File: src/rtl/udp_pkg.sv
// Shared types for the payload forwarder: the FIFO entry layout and the
// terminator entry written when an overflowed packet is cut short.
package udp_pkg;

  typedef struct packed {
    logic       err;
    logic       last;
    logic [7:0] data;
  } fwd_entry_t;

  localparam fwd_entry_t FWD_TERM_ENTRY = '{err: 1'b1, last: 1'b1, data: 8'h00};

endpackage

File: src/rtl/payload_forwarder_if.sv
// Byte-stream bundle around payload_forwarder: upstream qualified bytes in,
// valid/ready stream out, plus occupancy and statistics.
interface payload_forwarder_if #(
  parameter int DEPTH = 16,
  parameter int CNT_W = 16
);
  localparam int LW = $clog2(DEPTH) + 1;

  logic [7:0]       data_in;
  logic             data_valid_in;
  logic             packet_last;
  logic             fwd_enable;
  logic             drop_enable;

  logic [7:0]       m_data;
  logic             m_valid;
  logic             m_last;
  logic             m_error;
  logic             m_ready;

  logic [LW-1:0]    fifo_level;
  logic [CNT_W-1:0] fwd_pkt_count;
  logic [CNT_W-1:0] drop_pkt_count;
  logic [CNT_W-1:0] ovf_pkt_count;

  modport master (
    output data_in, data_valid_in, packet_last, fwd_enable, drop_enable, m_ready,
    input  m_data, m_valid, m_last, m_error,
    input  fifo_level, fwd_pkt_count, drop_pkt_count, ovf_pkt_count
  );

  modport slave (
    input  data_in, data_valid_in, packet_last, fwd_enable, drop_enable, m_ready,
    output m_data, m_valid, m_last, m_error,
    output fifo_level, fwd_pkt_count, drop_pkt_count, ovf_pkt_count
  );

endinterface

File: src/rtl/fwd_fifo.sv
// First-word-fall-through FIFO of fwd_entry_t. Occupancy carries the extra
// bit that separates full from empty; pointers wrap naturally.
module fwd_fifo
  import udp_pkg::*;
#(
  parameter int DEPTH = 16
) (
  input  logic                   clk,
  input  logic                   rst,
  input  logic                   wr_en,
  input  fwd_entry_t             wr_entry,
  output logic                   full,
  input  logic                   rd_en,
  output fwd_entry_t             rd_entry,
  output logic                   empty,
  output logic [$clog2(DEPTH):0] level
);
  localparam int AW = $clog2(DEPTH);
  localparam int LW = AW + 1;

  fwd_entry_t     r_mem [DEPTH];
  logic [AW-1:0]  r_wr_ptr;
  logic [AW-1:0]  r_rd_ptr;
  logic [LW-1:0]  r_level;
  logic           w_push;
  logic           w_pop;

  assign full   = (r_level == LW'(DEPTH));
  assign empty  = (r_level == '0);
  assign w_push = wr_en && !full;
  assign w_pop  = rd_en && !empty;
  assign level  = r_level;

  // Head is forced to zero when empty so the stale array never leaks out.
  assign rd_entry = empty ? fwd_entry_t'('0) : r_mem[r_rd_ptr];

  // NOTE: storage is deliberately not reset; validity is tracked by r_level,
  // so a reset only needs to clear pointers and occupancy.
  always_ff @(posedge clk) begin
    if (w_push) begin
      r_mem[r_wr_ptr] <= wr_entry;
    end
  end

  // NOTE: sequential state uses non-blocking assignments so every register
  // sees the pre-edge values of the others.
  always_ff @(posedge clk) begin
    if (rst) begin
      r_wr_ptr <= '0;
      r_rd_ptr <= '0;
      r_level  <= '0;
    end else begin
      if (w_push) r_wr_ptr <= r_wr_ptr + AW'(1);
      if (w_pop)  r_rd_ptr <= r_rd_ptr + AW'(1);
      case ({w_push, w_pop})
        2'b10:   r_level <= r_level + LW'(1);
        2'b01:   r_level <= r_level - LW'(1);
        default: r_level <= r_level;
      endcase
    end
  end

endmodule

File: src/rtl/payload_forwarder.sv
// Forwards qualified payload bytes into an elastic FIFO, terminating packets
// that overflow with an error entry. Statistics enabled by PAYLOAD_FWD_STATS_EN.
module payload_forwarder
  import udp_pkg::*;
#(
  parameter int DEPTH = 16,
  parameter int CNT_W = 16
) (
  input  logic                clk,
  input  logic                rst,
  payload_forwarder_if.slave  bus
);
  localparam int LW = $clog2(DEPTH) + 1;

  logic          w_full;
  logic          w_empty;
  logic          w_accept;
  logic          w_term_wr;
  logic          w_ovf;
  logic          w_wr_en;
  logic          w_rd_en;
  fwd_entry_t    w_wr_entry;
  fwd_entry_t    w_rd_entry;
  logic [LW-1:0] w_level;

  logic          r_term_pending;
  logic          r_discard;

  assign w_accept  = bus.data_valid_in && bus.fwd_enable && !r_discard;
  assign w_term_wr = r_term_pending && !w_full;
  // A byte colliding with the terminator write is lost just like a full FIFO.
  assign w_ovf     = w_accept && (w_full || w_term_wr);
  assign w_wr_en   = w_term_wr || (w_accept && !w_full);
  assign w_wr_entry = w_term_wr ? FWD_TERM_ENTRY
                                : fwd_entry_t'({1'b0, bus.packet_last, bus.data_in});
  assign w_rd_en   = !w_empty && bus.m_ready;

  fwd_fifo #(
    .DEPTH (DEPTH)
  ) u_fifo (
    .clk      (clk),
    .rst      (rst),
    .wr_en    (w_wr_en),
    .wr_entry (w_wr_entry),
    .full     (w_full),
    .rd_en    (w_rd_en),
    .rd_entry (w_rd_entry),
    .empty    (w_empty),
    .level    (w_level)
  );

  always_ff @(posedge clk) begin
    if (rst) begin
      r_term_pending <= 1'b0;
      r_discard      <= 1'b0;
    end else begin
      if (w_ovf)          r_term_pending <= 1'b1;
      else if (w_term_wr) r_term_pending <= 1'b0;

      if (w_ovf && !bus.packet_last)
        r_discard <= 1'b1;
      else if (r_discard && bus.data_valid_in && bus.packet_last)
        r_discard <= 1'b0;
    end
  end

  assign bus.m_valid    = !w_empty;
  assign bus.m_data     = w_rd_entry.data;
  assign bus.m_last     = w_rd_entry.last;
  assign bus.m_error    = w_rd_entry.err;
  assign bus.fifo_level = w_level;

`ifdef PAYLOAD_FWD_STATS_EN
  logic [CNT_W-1:0] r_fwd_cnt;
  logic [CNT_W-1:0] r_drop_cnt;
  logic [CNT_W-1:0] r_ovf_cnt;
  logic             w_pop_good;
  logic             w_pop_bad;
  logic             w_drop_pkt;

  assign w_pop_good = w_rd_en && w_rd_entry.last && !w_rd_entry.err;
  assign w_pop_bad  = w_rd_en && w_rd_entry.last &&  w_rd_entry.err;
  assign w_drop_pkt = bus.data_valid_in && bus.drop_enable && bus.packet_last;

  // Counters saturate at all-ones rather than wrapping.
  always_ff @(posedge clk) begin
    if (rst) begin
      r_fwd_cnt  <= '0;
      r_drop_cnt <= '0;
      r_ovf_cnt  <= '0;
    end else begin
      if (w_pop_good && (r_fwd_cnt  != '1)) r_fwd_cnt  <= r_fwd_cnt  + CNT_W'(1);
      if (w_pop_bad  && (r_ovf_cnt  != '1)) r_ovf_cnt  <= r_ovf_cnt  + CNT_W'(1);
      if (w_drop_pkt && (r_drop_cnt != '1)) r_drop_cnt <= r_drop_cnt + CNT_W'(1);
    end
  end

  assign bus.fwd_pkt_count  = r_fwd_cnt;
  assign bus.drop_pkt_count = r_drop_cnt;
  assign bus.ovf_pkt_count  = r_ovf_cnt;
`else
  assign bus.fwd_pkt_count  = '0;
  assign bus.drop_pkt_count = '0;
  assign bus.ovf_pkt_count  = '0;
`endif

endmodule

File: src/flat_wrapper.sv
// flat-port wrapper written by rule: the top's interface ports become plain ports
module payload_forwarder_flat import udp_pkg::*;
#(
  parameter int DEPTH = 16,
  parameter int CNT_W = 16
)
  (clk, rst, bus_data_in, bus_data_valid_in, bus_packet_last, bus_fwd_enable, bus_drop_enable, bus_m_ready, bus_m_data, bus_m_valid, bus_m_last, bus_m_error, bus_fifo_level, bus_fwd_pkt_count, bus_drop_pkt_count, bus_ovf_pkt_count);
  payload_forwarder_if #(.DEPTH(DEPTH), .CNT_W(CNT_W)) bus_i ();
  input  logic clk;
  input  logic rst;
  input wire logic [$bits(bus_i.data_in)-1:0] bus_data_in;
  input wire logic [$bits(bus_i.data_valid_in)-1:0] bus_data_valid_in;
  input wire logic [$bits(bus_i.packet_last)-1:0] bus_packet_last;
  input wire logic [$bits(bus_i.fwd_enable)-1:0] bus_fwd_enable;
  input wire logic [$bits(bus_i.drop_enable)-1:0] bus_drop_enable;
  input wire logic [$bits(bus_i.m_ready)-1:0] bus_m_ready;
  output wire logic [$bits(bus_i.m_data)-1:0] bus_m_data;
  output wire logic [$bits(bus_i.m_valid)-1:0] bus_m_valid;
  output wire logic [$bits(bus_i.m_last)-1:0] bus_m_last;
  output wire logic [$bits(bus_i.m_error)-1:0] bus_m_error;
  output wire logic [$bits(bus_i.fifo_level)-1:0] bus_fifo_level;
  output wire logic [$bits(bus_i.fwd_pkt_count)-1:0] bus_fwd_pkt_count;
  output wire logic [$bits(bus_i.drop_pkt_count)-1:0] bus_drop_pkt_count;
  output wire logic [$bits(bus_i.ovf_pkt_count)-1:0] bus_ovf_pkt_count;
  assign bus_i.data_in = bus_data_in;
  assign bus_i.data_valid_in = bus_data_valid_in;
  assign bus_i.packet_last = bus_packet_last;
  assign bus_i.fwd_enable = bus_fwd_enable;
  assign bus_i.drop_enable = bus_drop_enable;
  assign bus_i.m_ready = bus_m_ready;
  assign bus_m_data = bus_i.m_data;
  assign bus_m_valid = bus_i.m_valid;
  assign bus_m_last = bus_i.m_last;
  assign bus_m_error = bus_i.m_error;
  assign bus_fifo_level = bus_i.fifo_level;
  assign bus_fwd_pkt_count = bus_i.fwd_pkt_count;
  assign bus_drop_pkt_count = bus_i.drop_pkt_count;
  assign bus_ovf_pkt_count = bus_i.ovf_pkt_count;
  payload_forwarder #(.DEPTH(DEPTH), .CNT_W(CNT_W)) u_core (.clk(clk), .rst(rst), .bus(bus_i));
endmodule
File: config.mk
export PLATFORM = sky130hd
export DESIGN_NAME = payload_forwarder_flat
export DESIGN_NICKNAME = d
export VERILOG_FILES = /design/src/rtl/udp_pkg.sv /design/src/rtl/payload_forwarder_if.sv /design/src/rtl/fwd_fifo.sv /design/src/rtl/payload_forwarder.sv /design/src/flat_wrapper.sv
export SDC_FILE = /design/constraint.sdc
export NUM_CORES = 1
export LEC_CHECK = 0
export ABC_CLOCK_PERIOD_IN_PS = 3250
export CELL_PAD_IN_SITES_DETAIL_PLACEMENT = 1
export CELL_PAD_IN_SITES_GLOBAL_PLACEMENT = 2
export CORE_UTILIZATION = 42
export DETAILED_ROUTE_END_ITERATION = 10
export DONT_BUFFER_PORTS = 1
export PLACE_DENSITY = 0.84
export SETUP_SLACK_MARGIN = 0.05
export SLEW_MARGIN = 20
export SYNTH_ARGS = -nofsm -noshare
export SYNTH_HDL_FRONTEND = slang
export SYNTH_HIERARCHICAL = 1
export SYNTH_SLANG_ARGS = --single-unit
File: constraint.sdc
create_clock -name clk -period 3.25 [get_ports clk]
set_input_delay 0.65 -clock clk [delete_from_list [all_inputs] [get_ports clk]]
set_output_delay 0.65 -clock clk [all_outputs]
set_load 0.05 [all_outputs]
# [Yosys cells after proc, flatten, opt, wreduce, memory -nomap -nowiden]
# Memories as Yosys holds them, arrays and structs flattened. A register that Yosys moved wholly into a read port is not among the register bits.
# Index checks and enable logic that the tools add are counted.
[op_classes] n_reduce_logical=21 add_sub_neg=4 n_mux=11 eq_ne=3
[op_table] op="2-to-1 mux 10 bit" n=2
[op_table] op="logical AND 1 bit" n=11
[op_table] op="one-hot mux 5 bit (2 select lines)" n=1
[op_table] op="adder 4 x 1 -> 4 bit, second input constant" n=2
[op_table] op="2-to-1 mux 4 bit" n=2
[op_table] op="2-to-1 mux 1 bit" n=6
[op_table] op="nonzero test 2 bit" n=3
[op_table] op="adder 5 x 1 -> 5 bit, second input constant" n=1
[op_table] op="equality test 5 bit, second input constant" n=1
[op_table] op="logical NOT 5 bit" n=1
[op_table] op="subtractor 5 x 1 -> 5 bit, second input constant" n=1
[op_table] op="logical NOT 1 bit" n=4
[op_table] op="equality test 2 x 1 -> 1 bit, second input constant" n=1
[op_table] op="equality test 2 bit, second input constant" n=1
[op_table] op="logical OR 1 bit" n=2
[totals] in_bits=15 ff_bits=15 ram_bits=160 mem_count=1 word_cells=45
[mem_list] memory="u_core.u_fifo.r_mem" depth=16 word_bits=10 rd=1 rd_ports_with_merged_regs=1 write_ports=1 line="fwd_fifo.sv:21" source="fwd_entry_t r_mem [DEPTH];"

# [Depth between registers and ports, before layout]
[logic_depth] depth_word=7 ltp_mapped=16 depth_no_buf=12

# [Modules after synthesis]
# Netlist, hierarchy kept.
[modules_own_cells] module="fwd_fifo" cells_per_inst=380 n_inst=1 seq_area_each_um2=5144.9 area_per_inst_um2=7150.6
[modules_own_cells] module="payload_forwarder" cells_per_inst=72 n_inst=1 seq_area_each_um2=40.0 area_per_inst_um2=538.0

# [Least setup slack after synthesis]
# OpenSTA, ideal clock, no wires.
[synth_path] kind="register to register" from="reg u_core.u_fifo.r_level[2] (netlist: u_core/u_fifo/level[2])" to="reg u_core.u_fifo.r_level[4] (netlist: u_core/u_fifo/level[4])" t_arrival_ns=3.486 required_time_ns=3.129 n_path_buf=4 setup_slack_ns=-0.357 path_stages_with_launch=17 cell_sequence="dfxtp_1 -> buf_2 -> or4_4 -> buf_6 -> nor2_1 -> buf_2 -> nor2b_1 -> o21ai_4 -> inv_1 -> ha_1 -> clkbuf_1 -> xor2_1 -> ha_1 -> inv_1 -> a21o_1 -> a221oi_1 -> mux2_2"
[synth_lines] item="from (decl)" line="fwd_fifo.sv:24" source="logic [LW-1:0] r_level;"
[synth_lines] item="from (signal assigned)" line="fwd_fifo.sv:56" source="2'b10: r_level <= r_level + LW'(1);"
[synth_lines] item="from (signal assigned)" line="fwd_fifo.sv:57" source="2'b01: r_level <= r_level - LW'(1);"
[synth_lines] item="from (signal assigned)" line="fwd_fifo.sv:58" source="default: r_level <= r_level;"
[synth_lines] item="logical NOT 5 bit (*)" line="fwd_fifo.sv:29" source="assign empty = (r_level == '0);"
[synth_lines] item="net u_core.w_empty" line="payload_forwarder.sv:16" source="logic w_empty;"
[synth_lines] item="logical NOT 1 bit (*)" line="payload_forwarder.sv:36" source="assign w_rd_en = !w_empty && bus.m_ready;"
[synth_lines] item="logical AND 1 bit (*)" line="payload_forwarder.sv:36"
[synth_lines] item="net u_core.w_rd_en" line="payload_forwarder.sv:21" source="logic w_rd_en;"
[synth_lines] item="logical AND 1 bit (*)" line="fwd_fifo.sv:31" source="assign w_pop = rd_en && !empty;"
[synth_lines] item="net u_core.u_fifo.w_pop" line="fwd_fifo.sv:26" source="logic w_pop;"
[synth_lines] item="equality test 2 x 1 -> 1 bit / equality test 2 bit (equally long branches)" line="fwd_fifo.sv:55" source="case ({w_push, w_pop})"
[synth_lines] item="one-hot mux 5 bit (2 select lines) / nonzero test 2 bit (equally long branches)"
# Mark *: on every way through the listed nets, which the timed path passes. The rest lies on a longest branch.
# A chain may end at the register's enable or synchronous reset.

# [Final worst setup path]
[layout_path] from="reg u_core.u_fifo.r_level[1] (netlist: u_core/u_fifo/level[1])" to="reg u_core.u_fifo.r_level[4] (netlist: u_core/u_fifo/level[4])"
[layout_via] elab_chain_cells=7
[layout_rtl] item="equality test 5 bit (*)" line="fwd_fifo.sv:28" source="assign full = (r_level == LW'(DEPTH));"
[layout_rtl] item="net u_core.w_full" line="payload_forwarder.sv:15" source="logic w_full;"
[layout_rtl] item="logical NOT 1 bit (*)" line="payload_forwarder.sv:30, payload_forwarder.sv:33"
[layout_rtl] item="logical AND 1 bit (on tied branches)" line="payload_forwarder.sv:30, payload_forwarder.sv:33"
[layout_rtl] item="logical OR 1 bit (*)" line="payload_forwarder.sv:33" source="assign w_wr_en = w_term_wr || (w_accept && !w_full);"
[layout_rtl] item="net u_core.w_wr_en" line="payload_forwarder.sv:20" source="logic w_wr_en;"
[layout_rtl] item="logical AND 1 bit (*)" line="fwd_fifo.sv:30" source="assign w_push = wr_en && !full;"
[layout_rtl] item="equality test 2 x 1 -> 1 bit / equality test 2 bit (equally long branches)" line="fwd_fifo.sv:55"
[layout_rtl] item="one-hot mux 5 bit (2 select lines) / nonzero test 2 bit (equally long branches)"
# Marks and branches as above.

==> out/qor.txt <==
Outcome: finished, final reports clean
Count leader, synth: edfxtp_1
Crit path time final: 3.05 ns
Yosys reg bits: 179
Remaining antenna violation count: 0
Placement-stage cell area: 8020 um^2
Syn Area/Cell: 17.0 um^2
RSZ-0062 raised after global routing: no
Final Max Tran Viols: 0
Initial antenna violation count: 2
WP data arrival: 3.37 ns
Pwr dens: 582 nW/um^2
Clock skew: 0.00811 ns
Post-Syn Area: 7690 um^2
CP required: 3.57 ns
WHS Endpoint: u_core/r_discard
LEAKAGE: 2.82 nW
Share of layout cells above drive strength 1: 29.2%
Post-synth ARST share: 0%
Cts bufs inserted: 17
Nets: 503
Post-synthesis cell count: 452
Final hold violation count: 0
CTS max path bufs: 2
Largest area contributor in the netlist: edfxtp_1
Root Driver: clkbuf_16
Starting Density: 42.8%
Crit path capture type: flip-flop
# rows: 49
GPL Wtd Cong: 0.714
Buf/Inv on CP: 2
Sequential share of the synthesized area: 67.4%
Finish-stage setup viols: 0
Vias in the first global route: 4069
Critical Path Start Type: flip-flop
R2R setup slack: 0.20 ns
Synth top cells by count: edfxtp_1, buf_4, mux4_2
Top Ports: 79
Family with the most delay on the worst path: simple AND/OR/NAND/NOR gates
Setup TNS: 0 ns
Die area: 18900 um^2
Die W: 137 um
Slew Limit Headroom: 25.5%
Total of max-cap violations: 0
CP max FO: 8
Layout area overhead: 12.9%
Post-DP HPWL: 10300 um
DRT iter0 DRCs: 230
PortBufs: 0
Via count: 3853
Die Y: 137 um
Hold Path Cell Cnt: 1
Final Cell Area: 8680 um^2
CP dominant cell by count: inv_1
Max IR drop VDD: 0.489 mV
Reg2reg path depth: 12
Avg WL per Cell: 21.6 um
H-tree depth: 4
Fillers: 1715
CP max stage delay: 0.62 ns
Yosys top cell area share: 62.5%
Total gr overflow: 0
Worst r2r src: u_core/u_fifo/level[1]
Clk_lat worst skew: 0.43 ns
First-pass GRT wire length: 23900 um
Critical path cell sequence: or4_4, nor2_2, a21oi_2, o21a_4, inv_1, ha_1, xor2_1, ha_2, inv_1, a21o_1, a221oi_2, mux2_2
Pre-Repair DR Iteration Count: 4
EDFF count, synth: 160
Fin crit share: 94.0%
Clock transition at path regs: 0.07 ns
Least-Margin Pin Slew: 1.11 ns
Critical R2R Capture: u_core/u_fifo/level[4]
Fmax: 327 MHz
Total track usage: 18.2%
Slowest CP cell: or4_4
Worst setup path category: flip-flop to flip-flop
Distinct cells, synth: 45
Core Box Area: 18000 um^2
Hold_buf cts: 0
Remaining DRCs: 0
Top FF cell, synth: edfxtp_1
Synth top area cells: edfxtp_1, mux4_2, buf_4, dfxtp_1, a211oi_1
Worst Hold Class: input port to flip-flop
CTS tree: done
Clk sink count: 179
Ys Warns: 6
HP Start: rst
Vias per cell: 5.33
Largest net degree at the start of global routing: 31
WL final: 15600 um
-- where the power goes --
part | switching (W) | internal, W | leakage (nW) | total [W]
registers | 0.0000163 | 0.00252 | 1.58 | 0.00254
clock network | 0.000929 | 0.00109 | 0.289 | 0.00202
logic | 0.000371 | 0.000122 | 0.950 | 0.000493
-- worst max path at each step --
stage,from,endpoint,slack [ns],cells past startpoint
floorplan,u_core/u_fifo/level[1],u_core/u_fifo/level[4],0.05,16
global placement,u_core/u_fifo/level[1],u_core/u_fifo/level[4],0.24,12
detailed placement,u_core/u_fifo/level[1],u_core/u_fifo/level[4],0.22,12
CTS,flip-flop,bus_m_data[5],0.07,5
global route,u_core/u_fifo/level[1],u_core/u_fifo/level[4],0.05,12
finish,u_core/u_fifo/level[1],u_core/u_fifo/level[4],0.20,12
-- cells in the final DEF (no fill, tap or decap), drive strengths merged, types with 2 or more instances in the layout --
master  synthesis  routed
a211oi         20      20
a21oi           3       3
a221oi          2       2
and2            8       8
and3            2       2
buf            62      33
clkbuf          9      17
clkinv          0       6
conb            1      48
dfxtp          19      19
edfxtp        160     160
ha              8       8
inv            11      18
mux2i          13      13
mux4           40      40
nand2           6       6
nand2b          5       5
nand3b          3       3
nor2           33      33
nor2b          11      11
nor3            6       6
o211ai          5       5
o21a            3       3
o21ai           2       2
o31ai           2       2
or4             2       2
xor2            7       7
-- state kept, by name, indices dropped and copies added, names as in the netlist, named ones only --
name / count
u_core/r_discard: 1
u_core/u_fifo/r_wr_ptr: 4
u_core/u_fifo/r_rd_ptr: 4
u_core/r_term_pending: 1
u_core/u_fifo/level: 5
u_core/u_fifo/r_mem: 160
-- logic make-up (layout without fill, tap and decap cells) --
| kind of cell | Yosys count | in the layout | synth area share (%) |
|---|---|---|---|
| AOI/OAI and AO/OA | 40 | 40 | 4.44 |
| xor gates and xnor gates | 8 | 8 | 0.911 |
| adders and majority gates | 8 | 8 | 1.30 |
| buffers and inverters | 82 | 76 | 6.83 |
| DFF | 179 | 179 | 67.4 |
| muxes | 54 | 54 | 13.6 |
| other | 1 | 49 | 0.0488 |
| and+or+nand+nor | 80 | 80 | 5.47 |
-- metal layers --
metal / vias up / track usage (%) / part of all wire, %
met5: - / 0 / 0.064
met4: 2 / 5.74 / 1.6
met3: 22 / 5.81 / 5.2
met2: 116 / 31.6 / 52
met1: 2004 / 21.5 / 41
li1: 1709 / - / -
-- metrics by stage --
| stage | total power [W] | hold WS [ns] | utilization, % | std cells | setup WS (ns) |
|---|---|---|---|---|---|
| 5_1_grt | 0.00523 | 0.244 | 48.3 | 722 | 0.0531 |
| 2_1_floorplan | 0.00303 | 0.434 | - | 499 | 0.0534 |
| 3_5_place_dp | 0.00308 | 0.465 | 44.7 | 687 | 0.218 |
| 3_3_place_gp | 0.00307 | 0.444 | 44.7 | 687 | 0.240 |
| 4_1_cts | 0.00511 | 0.246 | 48.0 | 719 | 0.0750 |
| 6_report | 0.00505 | 0.279 | 48.3 | 723 | 0.196 |
-- final cells by class --
type | instances | area (um^2) | area share [%]
antenna | 1 | 2.50 | 0.0288
clock buffer | 17 | 425 | 4.90
clock inverter | 15 | 168 | 1.93
inverter | 11 | 41.3 | 0.476
multi-input combinational | 238 | 2250 | 26.0
sequential | 179 | 5200 | 59.9
tap | 229 | 287 | 3.30
timing repair buffer | 33 | 298 | 3.43
-- what timing repair did --
item / in CTS / in global routing
setup endpoints to repair: 9 / 3
resized for setup: 3 / 0
setup buffers: 0 / 3
-- worst register-to-register path, stage by stage, from the launching register on --
cell	delay (ns)
dfxtp_4	0.34
or4_4	0.62
nor2_2	0.21
a21oi_2	0.07
o21a_4	0.15
inv_1	0.06
ha_1	0.25
xor2_1	0.18
ha_2	0.21
inv_1	0.06
a21o_1	0.18
a221oi_2	0.27
mux2_2	0.35
Note: power is estimated with default switching activity, not from simulation.
